==> config.mk <==
export PLATFORM = sky130hd
export DESIGN_NAME = sram_write_sequencer
export DESIGN_NICKNAME = d
export VERILOG_FILES = /design/src/rtl/sram_write_sequencer_pkg.sv /design/src/rtl/sram_write_sequencer_rr_arbiter.sv /design/src/rtl/sram_write_sequencer.sv
export SDC_FILE = /design/constraint.sdc
export NUM_CORES = 1
export LEC_CHECK = 0
export CORE_ASPECT_RATIO = 0.9
export CORE_UTILIZATION = 42
export CTS_BUF_LIST = sky130_fd_sc_hd__clkbuf_4 sky130_fd_sc_hd__clkbuf_8 sky130_fd_sc_hd__clkbuf_16
export CTS_CLUSTER_DIAMETER = 40
export CTS_CLUSTER_SIZE = 12
export DETAILED_ROUTE_END_ITERATION = 8
export GPL_TIMING_DRIVEN = 1
export PLACE_DENSITY = 0.86
export REMOVE_ABC_BUFFERS = 1
export SLEW_MARGIN = 5
export SYNTH_ARGS = -nofsm -noshare
export SYNTH_HDL_FRONTEND = slang
export SYNTH_SLANG_ARGS = --single-unit
==> constraint.sdc <==
create_clock -name clk -period 5.6 [get_ports clk]
set_clock_uncertainty 0.15 [all_clocks]
set_input_delay 0.84 -clock clk [delete_from_list [all_inputs] [get_ports clk]]
set_output_delay 0.84 -clock clk [all_outputs]
set_load 0.02 [all_outputs]
==> src/rtl/sram_write_sequencer_pkg.sv <==
// Shared types for the SRAM write sequencer: controller state and index sizing.
package sram_write_sequencer_pkg;

    typedef enum logic {
        CLEAR = 1'b0,
        ARB   = 1'b1
    } sram_seq_state_t;

    // Width needed to index n items; never less than one bit.
    function automatic int unsigned index_width(input int unsigned n);
        return (n > 1) ? $clog2(n) : 1;
    endfunction

endpackage

==> src/rtl/sram_write_sequencer_rr_arbiter.sv <==
// Round-robin arbiter: one-hot grant to the first request at or above the
// rotating priority pointer; the pointer moves past the winner on update_lru.
module rr_arbiter
    import sram_write_sequencer_pkg::*;
#(
    parameter int unsigned NUM_REQUESTERS = 2
) (
    input  logic                      clk,
    input  logic                      reset,
    input  logic [NUM_REQUESTERS-1:0] request,
    input  logic                      update_lru,
    output logic [NUM_REQUESTERS-1:0] grant_oh
);

    localparam int unsigned PTR_WIDTH = index_width(NUM_REQUESTERS);

    logic [PTR_WIDTH-1:0]        pointer;
    logic [PTR_WIDTH-1:0]        next_pointer;
    logic [NUM_REQUESTERS-1:0]   rotated;
    logic [NUM_REQUESTERS-1:0]   grant_rot;
    logic                        found;

    // Rotate requests so the pointer sits at bit 0, pick the lowest set bit,
    // then rotate the grant back into requester order.
    always_comb begin
        rotated      = NUM_REQUESTERS'({request, request} >> pointer);
        grant_rot    = '0;
        next_pointer = pointer;
        found        = 1'b0;
        for (int unsigned k = 0; k < NUM_REQUESTERS; k++) begin
            if (!found && rotated[k]) begin
                found        = 1'b1;
                grant_rot[k] = 1'b1;
                next_pointer = PTR_WIDTH'((32'(pointer) + k + 1) % NUM_REQUESTERS);
            end
        end
        grant_oh = NUM_REQUESTERS'(({grant_rot, grant_rot} << pointer) >> NUM_REQUESTERS);
    end

    always_ff @(posedge clk or posedge reset) begin
        if (reset) begin
            pointer <= '0;
        end else if (update_lru) begin
            pointer <= next_pointer;
        end
    end

endmodule

==> src/rtl/sram_write_sequencer.sv <==
// Owns the single write port of a sram_2r1w: clears every entry after reset or
// flush, otherwise grants the port round-robin to valid/ready requesters.
module sram_write_sequencer
    import sram_write_sequencer_pkg::*;
#(
    parameter int unsigned           NUM_REQUESTERS = 2,
    parameter int unsigned           DATA_WIDTH     = 32,
    parameter int unsigned           SIZE           = 1024,
    parameter int unsigned           ADDR_WIDTH     = $clog2(SIZE),
    parameter logic [DATA_WIDTH-1:0] CLEAR_VALUE    = '0,
    parameter bit                    CLEAR_ON_RESET = 1'b1
) (
    input  logic                                      clk,
    input  logic                                      reset,
    input  logic                                      flush_en,
    input  logic [NUM_REQUESTERS-1:0]                 req_valid,
    input  logic [NUM_REQUESTERS-1:0][ADDR_WIDTH-1:0] req_addr,
    input  logic [NUM_REQUESTERS-1:0][DATA_WIDTH-1:0] req_data,
    output logic [NUM_REQUESTERS-1:0]                 req_ready,
    output logic                                      init_done,
    output logic                                      sram_write_en,
    output logic [ADDR_WIDTH-1:0]                     sram_write_addr,
    output logic [DATA_WIDTH-1:0]                     sram_write_data
);

    localparam logic [ADDR_WIDTH-1:0] LAST_ADDR   = ADDR_WIDTH'(SIZE - 1);
    localparam sram_seq_state_t       RESET_STATE = CLEAR_ON_RESET ? CLEAR : ARB;
    localparam logic                  RESET_DONE  = CLEAR_ON_RESET ? 1'b0 : 1'b1;

    sram_seq_state_t           state, state_next;
    logic [ADDR_WIDTH-1:0]     clear_count, clear_count_next;
    logic                      init_done_next;
    logic                      write_en_next;
    logic [ADDR_WIDTH-1:0]     write_addr_next;
    logic [DATA_WIDTH-1:0]     write_data_next;

    logic                      arb_live;
    logic                      flush_take;
    logic                      clear_step;
    logic                      transfer;
    logic [NUM_REQUESTERS-1:0] arb_request;
    logic [NUM_REQUESTERS-1:0] grant;
    logic [ADDR_WIDTH-1:0]     sel_addr;
    logic [DATA_WIDTH-1:0]     sel_data;

    // Arbitration waits for init_done so the first grant lands the cycle after
    // the final clear write; an accepted flush issues clear write 0 at once,
    // putting the clear writes at T+1..T+SIZE.
    assign arb_live    = (state == ARB) && init_done;
    assign flush_take  = arb_live && flush_en;
    assign clear_step  = (state == CLEAR) || flush_take;
    assign arb_request = (arb_live && !flush_en && !reset) ? req_valid : '0;
    assign transfer    = |grant;
    assign req_ready   = grant;

    rr_arbiter #(
        .NUM_REQUESTERS(NUM_REQUESTERS)
    ) u_arbiter (
        .clk       (clk),
        .reset     (reset),
        .request   (arb_request),
        .update_lru(transfer),
        .grant_oh  (grant)
    );

    always_comb begin
        sel_addr = '0;
        sel_data = '0;
        for (int unsigned i = 0; i < NUM_REQUESTERS; i++) begin
            if (grant[i]) begin
                sel_addr = sel_addr | req_addr[i];
                sel_data = sel_data | req_data[i];
            end
        end
    end

    always_comb begin
        state_next       = state;
        clear_count_next = clear_count;
        write_en_next    = 1'b0;
        write_addr_next  = sram_write_addr;
        write_data_next  = sram_write_data;
        init_done_next   = (state == ARB) && !flush_take;
        if (clear_step) begin
            write_en_next   = 1'b1;
            write_addr_next = clear_count;
            write_data_next = CLEAR_VALUE;
            if (clear_count == LAST_ADDR) begin
                state_next       = ARB;
                clear_count_next = '0;
            end else begin
                state_next       = CLEAR;
                clear_count_next = clear_count + 1'b1;
            end
        end else if (transfer) begin
            write_en_next   = 1'b1;
            write_addr_next = sel_addr;
            write_data_next = sel_data;
        end
    end

    always_ff @(posedge clk or posedge reset) begin
        if (reset) begin
            state           <= RESET_STATE;
            clear_count     <= '0;
            init_done       <= RESET_DONE;
            sram_write_en   <= 1'b0;
            sram_write_addr <= '0;
            sram_write_data <= '0;
        end else begin
            state           <= state_next;
            clear_count     <= clear_count_next;
            init_done       <= init_done_next;
            sram_write_en   <= write_en_next;
            sram_write_addr <= write_addr_next;
            sram_write_data <= write_data_next;
        end
    end

endmodule

Yosys cells after proc, flatten, opt, wreduce, memory -nomap -nowiden
Index checks and enable logic that the tools add are counted.
{"block": "totals", "reg_bits": 56, "output_inout_bits": 46, "elab_cells": 48}
{"block": "classes", "n_reduce_logical": 15, "addsub": 3, "n_shift": 2, "mux": 17, "bitwise_logic": 3, "eq_ne": 1}
{"cell": "two-way mux 32 bit", "count": 4}
{"cell": "two-way mux 10 bit", "count": 5}
{"cell": "OR 32 bit", "count": 1}
{"cell": "adder 10 x 1 -> 10 bit (second input constant)", "count": 1}
{"cell": "equality test 10 bit (second input constant)", "count": 1}
{"cell": "OR 10 bit", "count": 1}
{"cell": "two-way mux 1 bit", "count": 7}
{"cell": "logical AND 1 bit", "count": 6}
{"cell": "zero test 1 bit", "count": 4}
{"cell": "nonzero test 2 bit", "count": 2}
{"cell": "left shift 4 x 1 -> 4 bit", "count": 1}
{"cell": "right shift 4 x 1 -> 2 bit", "count": 1}
{"cell": "adder 1 bit (second input constant)", "count": 2}
{"cell": "two-way mux 2 bit", "count": 1}
{"cell": "AND reduction 2 bit", "count": 1}
{"cell": "OR reduction 2 bit", "count": 1}
{"cell": "logical OR 1 bit", "count": 1}
{"cell": "inverter 1 bit", "count": 1}

Logic depth before layout (Yosys ltp)
Gate-level depths: netlist of run 1.
{"block": "depth", "word_depth": 15, "depth_mapped": 6, "ltp_nobuf": 5}

Modules after synthesis
From an unflattened synthesis of run 1, not the netlist that was laid out.
{"block": "hier_totals", "hier_cells": 271, "hier_area_um2": 2582.5}
{"module": "sram_write_sequencer", "cells_each": 264, "area_per_inst_um2": 2523.7, "seq_area_each_um2": 1376.3, "instances": 1}
{"module": "rr_arbiter", "cells_each": 7, "area_per_inst_um2": 58.8, "seq_area_each_um2": 25.0, "instances": 1}

Worst setup path after synthesis of run 1
Ideal clock, no wire load.
{"block": "synth_path", "kind": "input to output", "from": "in flush_en", "to": "out req_ready[1]", "path_slack_ps": 2997, "path_stages": 3, "n_path_buf": 1, "arrival_time_ps": 1613, "required_time_ps": 4610, "cell_sequence": "nand4bb_4 nor3b_4 buf_2"}
{"block": "synth_between", "elab_chain_len": 10}
{"item": "start: declaration", "line": "sram_write_sequencer.sv:15", "source": "input logic flush_en,"}
{"item": "zero test 1 bit *", "line": "sram_write_sequencer.sv:52", "source": "assign arb_request = (arb_live && !flush_en && !reset) ? req_valid : '0;"}
{"item": "logical AND 1 bit * (2 in a row)", "line": "sram_write_sequencer.sv:52"}
{"item": "two-way mux 2 bit *", "line": "sram_write_sequencer.sv:52"}
{"item": "right shift 4 x 1 -> 2 bit *", "line": "sram_write_sequencer_rr_arbiter.sv:26", "source": "rotated = NUM_REQUESTERS'({request, request} >> pointer);"}
{"item": "two-way mux 1 bit", "line": "sram_write_sequencer_rr_arbiter.sv:31", "source": "if (!found && rotated[k]) begin"}
{"item": "zero test 1 bit", "line": "sram_write_sequencer_rr_arbiter.sv:31"}
{"item": "logical AND 1 bit", "line": "sram_write_sequencer_rr_arbiter.sv:31"}
{"item": "two-way mux 1 bit", "line": "sram_write_sequencer_rr_arbiter.sv:31"}
{"item": "left shift 4 x 1 -> 4 bit *", "line": "sram_write_sequencer_rr_arbiter.sv:37", "source": "grant_oh = NUM_REQUESTERS'(({grant_rot, grant_rot} << pointer) >> NUM_REQUESTERS);"}
{"item": "end: declaration", "line": "sram_write_sequencer.sv:19", "source": "output logic [NUM_REQUESTERS-1:0] req_ready,"}
Mark *: on every way between the ends. The rest lies on a longest branch, timed or not.

Worst setup path after layout of run 1
{"block": "layout_path", "from": "in req_valid[1]", "to": "out req_ready[0]"}
{"block": "layout_between", "elab_chain_len": 7}
{"item": "start: declaration", "line": "sram_write_sequencer.sv:16", "source": "input logic [NUM_REQUESTERS-1:0] req_valid,"}
{"item": "two-way mux 2 bit *", "line": "sram_write_sequencer.sv:52"}
{"item": "right shift 4 x 1 -> 2 bit *", "line": "sram_write_sequencer_rr_arbiter.sv:26"}
{"item": "two-way mux 1 bit", "line": "sram_write_sequencer_rr_arbiter.sv:31"}
{"item": "zero test 1 bit", "line": "sram_write_sequencer_rr_arbiter.sv:31"}
{"item": "logical AND 1 bit", "line": "sram_write_sequencer_rr_arbiter.sv:31"}
{"item": "two-way mux 1 bit", "line": "sram_write_sequencer_rr_arbiter.sv:31"}
{"item": "left shift 4 x 1 -> 4 bit *", "line": "sram_write_sequencer_rr_arbiter.sv:37"}
Marked as above.

==> results_dict.tcl, run 1 <==
set metrics [dict create \
    whs_endpoint "sram_write_addr[0]" \
    post-synth-top-count-cell "nand2_1" \
    row_count 26 \
    path_clk_slew_ns 0.08 \
    slew_headroom_pct 53.5 \
    synth_edf_count 0 \
    synth_area_per_cell_um2 10.2 \
    overflow 0 \
    status "finished, violations left" \
    r2r_setup_slack_ns 3.62 \
    p_leak_nw 1.74 \
    min_period_over_period_pct 67.8 \
    dpl.hpwl_um 5240 \
    tns_ns 0 \
    die_area_um2 6420 \
    vdd_drop_max_v 0.000130 \
    antenna_cells 0 \
    ys_ff_latch 56 \
    seq_area_um2 1400 \
    yosysTopAreaCell "dfrtp_1" \
    hold_viol_final 0 \
    clock_path_buffers 2 \
    start_util_pct 44.3 \
    cts-root-buf "clkbuf_8" \
    cpMostUsedCell "clkdlybuf4s50_1" \
    die_w_um 84.3 \
    crit_path_end_kind "primary output" \
    vias_per_cell 5.38 \
    fmax_mhz 263 \
    drt-total-wl_um 7210 \
    grt_usage_pct 22.8 \
    core_um2 5790 \
    fin_util_pct 69.0 \
    postRouteAntennaNets 0 \
    yosys-top-cells-area "dfrtp_1 55%, a22oi_1 12%, nand2_1 10%" \
    yosysWarnings 0 \
    timing.rr.start "init_done" \
    min_delay_path_depth 1 \
    violations "design-rule violations" \
    rsz0062_at_grt "false" \
    crit_chain "clkdlybuf4s50_1 -> a21boi_0 -> buf_4 -> nor2b_2 -> clkdlybuf4s50_1" \
    drive_gt1_share_pct 5.00 \
    r2r-end "sram_write_addr[0]" \
    cts_hold_buf 0 \
    r2r_cells 5 \
    dr.pass1.iters 7 \
    synth.distinct_cells 34 \
    grt_pass1_vias 2461 \
    async_flop_share_pct 100 \
    h-tree-depth 2 \
    cap_viol_max_count 0 \
    worst_pin_slew_ns 0.698 \
    die-height_um 76.1 \
    syn_area_um2 2560 \
    cts_tree "yes" \
    vias 2421 \
    clock_latency_ns 0.30 \
    min_path_type "reg2reg" \
    antenna_found_initial 0 \
    crit_buf_inv 3 \
    synth_top_area_share_pct 54.7 \
    final_max_slew_viol_count 0 \
    fin_crit_ns 3.80 \
    multi_input_area_um2 1030 \
    cts_resized 0 \
    setup_viol 0 \
    cp_slowest_stage_delay_ns 0.65 \
    cp.arrival_ns 2.81 \
    io_buffers 134 \
    crit_required_ns 4.61 \
    num_io_pins 135 \
    cts_buffers 5 \
    crit_type "in2out" \
    drc 7 \
    powerDensity_nw_per_um2 253 \
    syn_inst 252 \
    wl_per_cell_um 16.0 \
    crit_fanout 13 \
    numClockSinks 56 \
    grt_pass1_wl_um 11600 \
    fill_cells 466 \
    critical_path.slowest_cell "clkdlybuf4s50_1" \
    startpoint_type "input port" \
    gp_congestion 0.823 \
    critPathTopFamily "buffers and inverters" \
    synthTopCellsByCount "68 x nand2_1, 56 x dfrtp_1, 40 x a22oi_1" \
    synth_seq_area_share_pct 54.7 \
    cts_setup_buffers 0 \
    synthToLayoutAreaGrowth_pct 56.0 \
    final_nets 470 \
    synth_flop_cell "dfrtp_1" \
    drtIter0Drc 136 \
    hold_path_startpoint "sram_write_addr[0]" \
    grt_max_degree 57 \
]
## state kept, by name, indices dropped and copies added, names as in the netlist
signal,count
u_arbiter.pointer,1
state,1
init_done,1
sram_write_data,32
sram_write_addr,10
clear_count,10
sram_write_en,1
## power breakdown
group	total (mW)	leakage, nW	internal (mW)	switching (mW)
Clock	0.209	0.0445	0.0902	0.119
Sequential	0.514	0.733	0.458	0.0558
Combinational	0.288	0.958	0.157	0.131
Total	1.01	1.74	0.705	0.306
## cells in the final DEF (no fill, tap or decap), types with 2 or more instances in the layout
cell type and count:
xnor2_1 2, clkbuf_8 5, clkdlybuf4s50_1 134, nand4_1 2
nand3_1 2, nand2b_1 3, a22oi_1 40, nand2_1 68
nor3_1 3, buf_4 4, xor2_1 2, o21ai_0 12
o22ai_1 2, dfrtp_1 56, o21a_1 2, inv_1 3
mux2i_1 2, nor2_1 10, a32oi_1 10
## cell families (layout without fill, tap and decap cells)
group | count (synthesis) | count (layout) | synth area share, %
simple gates | 94 | 94 | 16.7
mux | 2 | 2 | 0.781
xor+xnor | 4 | 4 | 1.37
flops | 56 | 56 | 54.7
buf+inv | 22 | 150 | 5.03
fa+ha+maj | 1 | 1 | 0.488
compound gates | 73 | 73 | 20.9
## per-stage QoR
step	power (mW)	std cells	worst slack, ns	hold slack [ns]	cell area [um^2]
after floorplan	0.651	235	1.69	0.325	2450
after global placement	0.799	443	1.90	0.327	3920
after detailed placement	0.808	443	1.85	0.333	3920
after CTS	1.02	450	1.84	0.353	4000
after global routing	1.07	450	1.75	0.387	4000
final	1.01	450	1.80	0.349	4000
## metal layers
layer	vias to the layer above	part of all wire (%)	GRT usage, %
met1	1167	40	26.9
li1	1151	-	-
met3	11	6.7	5.96
met5	-	0	0
met4	0	2.2	7.97
met2	92	51	40.2
## area by class of cell
class,count,area share [%]
clock inverter,1,0.125
tap,70,2.19
timing repair buffer,138,34.3
multi-input combinational,174,25.9
sequential,56,35.1
clock buffer,6,1.91
inverter,5,0.532
## worst max-delay path by stage
| stage | startpoint | endpoint | slack, ns | cells past startpoint |
|---|---|---|---|---|
| after global routing | req_valid[1] | req_ready[0] | 1.75 | 5 |
| final | req_valid[1] | req_ready[0] | 1.80 | 5 |
| after global placement | req_valid[1] | req_ready[0] | 1.90 | 5 |
| after detailed placement | req_valid[1] | req_ready[0] | 1.85 | 5 |
| after floorplan | req_valid[0] | req_ready[0] | 1.69 | 2 |
| after CTS | req_valid[1] | req_ready[0] | 1.84 | 5 |
(Power assumes the default switching activity.)
==> inputs of run 2 (changes only) <==
- CORE_UTILIZATION: 42 -> 36
- PLACE_DENSITY: 0.86 -> 0.78
- clock period: 5.6 -> 3.2 ns (I/O delays scaled with it)
==> run 2 against run 1 <==
Effect of this change: the flow now finishes without violations; global-route usage down 3.0 points; clock-buffer cell count up 2; cell count up 5.6%; die area up 16%; worst hold slack worse by 0.0062 ns; total power up 80%; first-iteration DRC count down 13%; core utilization down 8.5 points; sequential share of layout area down 0.61 points; critical endpoint is now req_ready[1].
==> results_dict.tcl, run 2 (synthesis gave the netlist of run 1 again) <==
set metrics [dict create \
    status "finished, final reports clean" \
    die_w_um 90.9 \
    p_leak_nw 1.76 \
    path_clk_slew_ns 0.09 \
    grt_pass1_wl_um 11600 \
    min_path_type "reg2reg" \
    crit_path_end_kind "primary output" \
    biggestRegsByFlops "sram_write_data x32, clear_count x10, sram_write_addr x10" \
    row_count 28 \
    fin_crit_ns 2.80 \
    dr.pass1.iters 4 \
    final_common_cell "clkdlybuf4s50_1" \
    crit_required_ns 2.57 \
    clock_latency_ns 0.29 \
    cts_tree "yes" \
    critPathLaunch "req_valid[1]" \
    crit_fanout 6 \
    num_io_pins 135 \
    final_max_slew_viol_count 0 \
    hold_path_startpoint "sram_write_addr[0]" \
    start_util_pct 38.1 \
    postRouteAntennaNets 0 \
    clock_path_buffers 2 \
    regMostFlops "sram_write_data" \
    final_nets 474 \
    dpl.hpwl_um 5400 \
    cts_setup_buffers 0 \
    finalWorstSetupSlack_ns 0.399 \
    numClockSinks 56 \
    hold_viol_final 0 \
    cap_viol_max_count 0 \
    slew_headroom_pct 55.2 \
    h-tree-depth 2 \
    grt_usage_pct 19.8 \
    wl_per_cell_um 15.3 \
    antenna_cells 0 \
    vdd_drop_max_v 0.000254 \
    min_period_over_period_pct 87.5 \
    worst_pin_slew_ns 0.670 \
    placed_cell_area_um2 3970 \
    cp.arrival_ns 2.17 \
    grt_max_degree 42 \
    final_area_um2 4070 \
    cts-root-buf "clkbuf_8" \
    dpl_worst_slack_ns 0.390 \
    placedCellCount 467 \
    die_area_um2 7460 \
    vias_per_cell 5.11 \
    synthToLayoutAreaGrowth_pct 58.8 \
    drtIter0Drc 118 \
    stdcell_count 475 \
    tns_ns 0 \
    cts_hold_buf 0 \
    drt-total-wl_um 7260 \
    final_cell_mix "134 x clkdlybuf4s50_1, 68 x nand2_1, 56 x dfrtp_1" \
    io_buffers 134 \
    startpoint_type "input port" \
    overflow 0 \
    largest_reg_flops 32 \
    die-height_um 82.0 \
    vias 2426 \
    antenna_found_initial 0 \
    rsz0062_at_grt "false" \
    powerDensity_nw_per_um2 446 \
    drive_gt1_share_pct 6.23 \
    cts_buffers 5 \
    grt_pass1_vias 2389 \
    cts_resized 0 \
    timing.rr.start "init_done" \
    gp_congestion 0.791 \
    drc 0 \
    crit_type "in2out" \
    fin_util_pct 60.5 \
    holdWs_ns 0.343 \
    fill_cells 559 \
    setup_viol 0 \
    fmax_mhz 357 \
    core_um2 6730 \
    p_total_mw 1.82 \
]
[run 2: cell types whose count changed in the layout (fill, tap and decap cells not counted), sizes merged]
cell,before,now
buf,4,8
clkbuf,6,8
clkinv,1,0
[run 2: layout make-up]
type	instances	area, um^2	share of cell area, %
multi-input cells	174	1030	25.4
clock buffers	8	97.6	2.40
inverters	5	21.3	0.523
flip-flops and latches	56	1400	34.4
repair buffers	142	1400	34.4
well taps	90	113	2.77
[run 2: power breakdown]
group / switching (mW) / leakage (nW) / total [mW] / internal, mW
Sequential: 0.0983 / 0.733 / 0.900 / 0.801
Clock: 0.213 / 0.0523 / 0.407 / 0.194
Combinational: 0.231 / 0.977 / 0.509 / 0.278
[run 2: final timing paths]
kind | slack [ns] | cells past startpoint | end
min | 0.34 | 1 | sram_write_addr[0]
max in group asynchronous | 1.73 | 3 | init_done
min reg2reg | 0.34 | 1 | sram_write_addr[0]
min in group asynchronous | 0.50 | 2 | state
max | 0.40 | 4 | req_ready[1]
max reg2reg | 1.22 | 5 | sram_write_addr[8]
[run 2: routing by layer]
layer	wire length (um)	GRT usage, %	vias up
li1	-	-	1162
met1	3110	26.1	1153
met2	3490	33.3	107
met3	608	4.81	4
met4	46	4.60	0
met5	0	0	-
[run 2: worst max-delay path, cell delays in order]
cell and delay [ns]:
clkdlybuf4s50_1 0.64, inv_1 0.14, nor3b_4 0.22, clkdlybuf4s50_1 0.68
